<file path="config.mk">
export PLATFORM = sky130hd
export DESIGN_NAME = jump_branch_unit
export DESIGN_NICKNAME = d
export VERILOG_FILES = /design/src/rtl/jump_branch_unit.sv
export SDC_FILE = /design/constraint.sdc
export NUM_CORES = 1
export LEC_CHECK = 0
export CAP_MARGIN = 15
export CORE_MARGIN = 10
export CORE_UTILIZATION = 42
export CTS_BUF_LIST = sky130_fd_sc_hd__clkbuf_8
export CTS_CLUSTER_DIAMETER = 200
export DETAILED_ROUTE_END_ITERATION = 10
export PLACE_DENSITY_LB_ADDON = 0.05
export SYNTH_ARGS = -nofsm -noshare
export SYNTH_HDL_FRONTEND = slang
export SYNTH_SLANG_ARGS = --single-unit
</file>
<file path="constraint.sdc">
create_clock -name clk -period 2.7 [get_ports clk]
set_input_delay 0.27 -clock clk [delete_from_list [all_inputs] [get_ports clk]]
set_output_delay 0.27 -clock clk [all_outputs]
set_load 0.05 [all_outputs]
</file>
<file path="src/rtl/jump_branch_unit.sv">
// Decode-stage control-flow resolver for the DLX pipeline.
// Produces the redirect decision and target combinationally, plus a registered copy.
module jump_branch_unit (
  input  logic        clk,
  input  logic        rst_n,
  input  logic [0:31] instruction,
  input  logic [31:0] pc_plus_four,
  input  logic [31:0] rs1,
  output logic [31:0] outputPC,
  output logic        takeBranch,
  output logic [31:0] outputPC_q,
  output logic        takeBranch_q
);

  localparam logic [5:0] OP_J    = 6'h02;
  localparam logic [5:0] OP_JAL  = 6'h03;
  localparam logic [5:0] OP_BEQZ = 6'h04;
  localparam logic [5:0] OP_BNEZ = 6'h05;
  localparam logic [5:0] OP_JR   = 6'h12;
  localparam logic [5:0] OP_JALR = 6'h13;

  logic [5:0]  w_opcode;
  logic [31:0] w_imm16;
  logic [31:0] w_off26;
  logic [31:0] w_jumpTarget;
  logic [31:0] w_branchTarget;
  logic        w_rs1Zero;
  logic [31:0] w_nextPC;
  logic        w_take;

  // Instruction uses big-endian numbering, so bit 0 is the MSB of each field.
  assign w_opcode       = instruction[0:5];
  assign w_imm16        = {{16{instruction[16]}}, instruction[16:31]};
  assign w_off26        = {{6{instruction[6]}}, instruction[6:31]};
  assign w_jumpTarget   = pc_plus_four + w_off26;
  assign w_branchTarget = pc_plus_four + w_imm16;
  assign w_rs1Zero      = (rs1 == 32'h0);

  always_comb begin
    w_take   = 1'b0;
    w_nextPC = pc_plus_four;
    case (w_opcode)
      OP_J, OP_JAL: begin
        w_take   = 1'b1;
        w_nextPC = w_jumpTarget;
      end
      OP_JR, OP_JALR: begin
        w_take   = 1'b1;
        w_nextPC = rs1;
      end
      OP_BEQZ: begin
        w_take   = w_rs1Zero;
        w_nextPC = w_rs1Zero ? w_branchTarget : pc_plus_four;
      end
      OP_BNEZ: begin
        w_take   = !w_rs1Zero;
        w_nextPC = w_rs1Zero ? pc_plus_four : w_branchTarget;
      end
      default: begin
        w_take   = 1'b0;
        w_nextPC = pc_plus_four;
      end
    endcase
  end

  assign outputPC   = w_nextPC;
  assign takeBranch = w_take;

  logic [31:0] r_outputPC;
  logic        r_takeBranch;

  always_ff @(posedge clk or negedge rst_n) begin
    if (!rst_n) begin
      r_outputPC   <= 32'h0;
      r_takeBranch <= 1'b0;
    end else begin
      r_outputPC   <= w_nextPC;
      r_takeBranch <= w_take;
    end
  end

  assign outputPC_q   = r_outputPC;
  assign takeBranch_q = r_takeBranch;

endmodule

</file>
==> results of run 1 <==
routing by layer:
layer | track usage | GRT overflow
met1 | 0.678 | 3
met2 | 0.859 | 81
met3 | 0.593 | 3
met4 | 0.778 | 57
met5 | 0.0799 | 0
per-stage QoR:
stage / TNS [ns] / area (µm²)
3_5_place_dp: -41.95 / 7700
2_1_floorplan: -3.79 / 4490
3_3_place_gp: -32.49 / 7700
4_1_cts: -9.05 / 9060
cell families after synthesis:
kind of cell / after synthesis / share of synthesized area
AO/OA/AOI/OAI: 201 / 0.352
AND/OR/NAND/NOR: 155 / 0.188
adder cells (fa/ha/maj): 47 / 0.142
XOR/XNOR: 37 / 0.0772
buffers and inverters: 33 / 0.0301
flip-flops: 33 / 0.197
multiplexers: 6 / 0.0146
timing repair:
| item | 4_1_cts |
|---|---|
| pin swaps | 128 |
| setup endpoints to repair | 65 |
| gates resized for setup | 368 |
| buffers inserted | 57 |
| cloned | 5 |
synth_stat cells (4+ instances only):
cell	count
xnor2_1	15
nor2_1	32
xor2_1	22
nor3_1	12
and3_1	6
a221o_1	6
dfrtp_1	33
a21o_1	24
a31oi_1	4
a222oi_1	11
mux2i_1	5
clkbuf_1	15
nand2b_1	7
nor4_1	10
o21ai_0	38
o21a_1	10
a21oi_2	4
nand4_1	9
a211oi_1	6
or3_1	5
a21oi_1	38
ha_1	46
inv_1	15
a211o_1	5
and2_1	7
a22oi_1	13
o22ai_1	4
nand3_1	15
nand2_1	38
==> metrics, run 1 <==
Post-synth EDFFs=0; async set-reset flop share out of synthesis=1.00; sequential share of the synthesized area=0.197; cell area after synthesis=4200 µm²; Placed Cells=972; Error Message=[ERROR GRT-0232] Routing congestion too high. Check the congestion heatmap in the GUI.; Yosys top cell by area=dfrtp_1; Clock Sinks=33; syn_area_per_cell=8.20 µm²; Congestion Overflow GR=144; row count=36; hold_buf cts=0; chip height=120 µm; GR repair worst EP=outputPC[26]; CTS buffer count=5; post-synth top area share=0.197; H-tree levels=2; Synth Register Bits=33; yosys warns=0; Root Buffer=clkbuf_8; ys flop type=dfrtp_1; largest net degree at the start of global routing=34; Initial Util=0.429; detailed-placement wirelength estimate=16300 µm; Yosys cell types=66; Longest Clk Path Bufs=2; Stopped at=global routing (5_1_grt); Synth Instances=512; Die Width=120 µm; Worst-path end type=output port; top post-synthesis cells by area=dfrtp_1, ha_1, xor2_1; num ports=164; Port Buf Inserts=163; GP Congestion=0.941; GRT Total Usage=0.708; Syn Nets=657; outcome=did not finish; Place WS=-0.960 ns
==> run 2, diff against run 1 <==
--- a/config.mk
+++ b/config.mk
@@ -7,11 +7,9 @@
 export LEC_CHECK = 0
 export CAP_MARGIN = 15
 export CORE_MARGIN = 10
-export CORE_UTILIZATION = 42
-export CTS_BUF_LIST = sky130_fd_sc_hd__clkbuf_8
-export CTS_CLUSTER_DIAMETER = 200
+export CORE_UTILIZATION = 40
 export DETAILED_ROUTE_END_ITERATION = 10
-export PLACE_DENSITY_LB_ADDON = 0.05
+export PLACE_DENSITY_LB_ADDON = 0.15
 export SYNTH_ARGS = -nofsm -noshare
 export SYNTH_HDL_FRONTEND = slang
 export SYNTH_SLANG_ARGS = --single-unit
==> constraint.sdc (replaced) <==
create_clock -name clk -period 3.5 [get_ports clk]
set_input_delay 0.35 -clock clk [delete_from_list [all_inputs] [get_ports clk]]
set_output_delay 0.35 -clock clk [all_outputs]
set_load 0.05 [all_outputs]
==> metrics, run 2 <==
outcome=finished, violations left; violated checks=negative setup slack; max reg flops=32; Root Buffer=clkbuf_8; Tcrit/Tclk final=1.00; Finished Layout Cells=952; Syn Nets=657 (unchanged); RSZ-0062 raised after global routing=true; Clock Sinks=33 (unchanged); fmax=285 MHz; Yosys top cell by area=dfrtp_1; yosys warns=0 (unchanged); Placed Cells=930 (-4.3%); CTS tree=built; drt via density=5.85; Power Density=284 nW/µm²; per-cell routed wire length=21.0 µm; Yosys cell types=66 (unchanged); detailed-placement wirelength estimate=15800 µm (-3.1%); worst-path maximum fanout=5; most common library cells after synthesis=ha_1, a21oi_1, nand2_1, o21ai_0, dfrtp_1; Vias=5572; worst path cell trace=clkdlybuf4s15_1 > buf_6 > buf_4 > ha_4 > buf_4 > a21o_1 > a21o_1 > a21oi_2 > o22ai_2 > a21oi_4 > nand2_1 > xor2_1 > a222oi_1 > nand3_1 > buf_6; syn_area_per_cell=8.20 µm² (unchanged); 1st-pass router iterations=7; Worst path slowest cell=a222oi_1; Worst Tran Pin Value=0.855 ns; Initial Util=0.408 (-0.0210); area growth from synthesis to layout=89.5%; CTS buffer count=5 (unchanged); num ports=164 (unchanged); ys flop type=dfrtp_1; Hold WC Path Type=in2async; DRC viols=0; post-synth top area share=0.197 (unchanged); final setup margin=-0.00386 ns; CTS clk-pin slew, worst paths=0.08 ns; Final nets=959; Final Hold Viols=0; Arr. time, crit path=3.15 ns; die area=15000 µm²; Port Buf Inserts=163 (unchanged); Crit. End Element=output port; Routed Antenna Nets=0; initial antenna violation count=1; Synth Register Bits=33 (unchanged); WL final=20000 µm; delay of the slowest critical-path stage=0.50 ns; cell area after synthesis=4200 µm² (unchanged); largest net degree at the start of global routing=34; most common cell after layout, fill and taps aside=buf_4; Longest Clk Path Bufs=2 (unchanged); max-cap violation count=0; share of cells above drive strength 1=0.351; Synth Instances=512 (unchanged); async set-reset flop share out of synthesis=1.00 (unchanged); Post-synth EDFFs=0 (unchanged); maximum vdd ir drop=0.184 mV; most frequent cells in the layout=buf_4, clkdlybuf4s50_1, nand2_1, dfrtp_1, nor2_1; core area=10300 µm²; max_slew headroom=0.430; row count=37 (+2.8%); Lkg Pwr=0.00357 µW; DR iter-0 viols=539; fin crit period=3.50 ns; top post-synthesis cells by area=dfrtp_1, ha_1, xor2_1; # setup viols final=1; Worst Path Required=3.15 ns; crit path kind=in2out; GP Congestion=0.968 (+2.9%); most common cell in the synthesized netlist=ha_1; GRT Total Usage=0.251; Slew Limit Fails=0; number of global-route vias before repair=5586; first-pass GRT wire length=30300 µm; CP Launch Type=input port; Die Width=122 µm (+2.1%); sequential share of the synthesized area=0.197 (unchanged); Congestion Overflow GR=0; H-tree levels=2 (unchanged); chip height=122 µm (+2.1%); Final Power=2260 µW
## run 2: through the flow
stage	hold slack (ns)	setup TNS, ns	setup slack (ns)	area (µm²)	utilization
CTS	0.168	-0.0144	-0.0144	7710	0.751
floorplan	0.0544	0	0.00747	4210	-
global placement	0.487	-4.67	-0.405	7190	0.700
global route	0.193	-0.548	-0.104	7950	0.774
detailed placement	0.499	-7.18	-0.510	7190	0.700
finish	0.150	-0.00386	-0.00386	7950	0.774
## run 2: power by group
group          total [µW]  internal, µW  leakage, µW  switching (µW)
registers             418           410     0.000390            7.99
clock network         391           213    0.0000544             177
logic                1450           669      0.00312             779
total                2260          1290      0.00357             964
## run 2: final cells by class
cell class                      count  area, µm²
Clock inverter                      3       46.3
Inverter                           15       56.3
Fill cell                         737       2330
Clock buffer                        5       68.8
Antenna cell                        1       2.50
Timing Repair Buffer              313       3000
Sequential cell                    33        826
Tap cell                          136        170
Multi-Input combinational cell    446       3780
## run 2: worst paths after layout
path / startpoint / end / slack [ns] / cells past startpoint
setup / recovery: instruction[16] / outputPC[24] / -0.004 / 15
hold / removal: rst_n / takeBranch_q / 0.15 / 1
max in group asynchronous: rst_n / outputPC_q[16] / 2.80 / 1
min in group clk: pc_plus_four[2] / outputPC_q[2] / 0.35 / 2
## run 2: cells by family (layout without fill, tap and decap cells)
kind of cell,after synthesis,in the layout,share of synthesized area
other,0,1,0
adder cells (fa/ha/maj),47,47,0.142
XOR/XNOR,37,37,0.0772
AO/OA/AOI/OAI,201,201,0.352
multiplexers,6,6,0.0146
flip-flops,33,33,0.197
buffers and inverters,33,336,0.0301
AND/OR/NAND/NOR,155,155,0.188
## run 2: timing repair
action,in CTS,in global routing
setup buffers,7,6
pin swaps,43,34
hold buffers,0,0
endpoints found under the hold margin,0,0
resized for setup,124,39
cloned,1,0
endpoints found under the setup margin,31,32
## run 2: per-layer routing
layer | vias to the layer above | part of all wire | global-route usage
met1 | 2678 | 0.40 | 0.317
li1 | 2604 | - | -
met3 | 32 | 0.089 | 0.0537
met2 | 258 | 0.49 | 0.427
met5 | - | 0 | 0
met4 | 0 | 0.018 | 0.0619
## run 2: worst max-delay path: cells and delay by family
family	cells	cell delay (ns)
AOI/OAI and AO/OA	6	1.34
xor gates and xnor gates	1	0.17
and+or+nand+nor	2	0.29
buffers and inverters	5	0.84
adders and majority gates	1	0.16
Note: power is estimated with default switching activity, not from simulation.
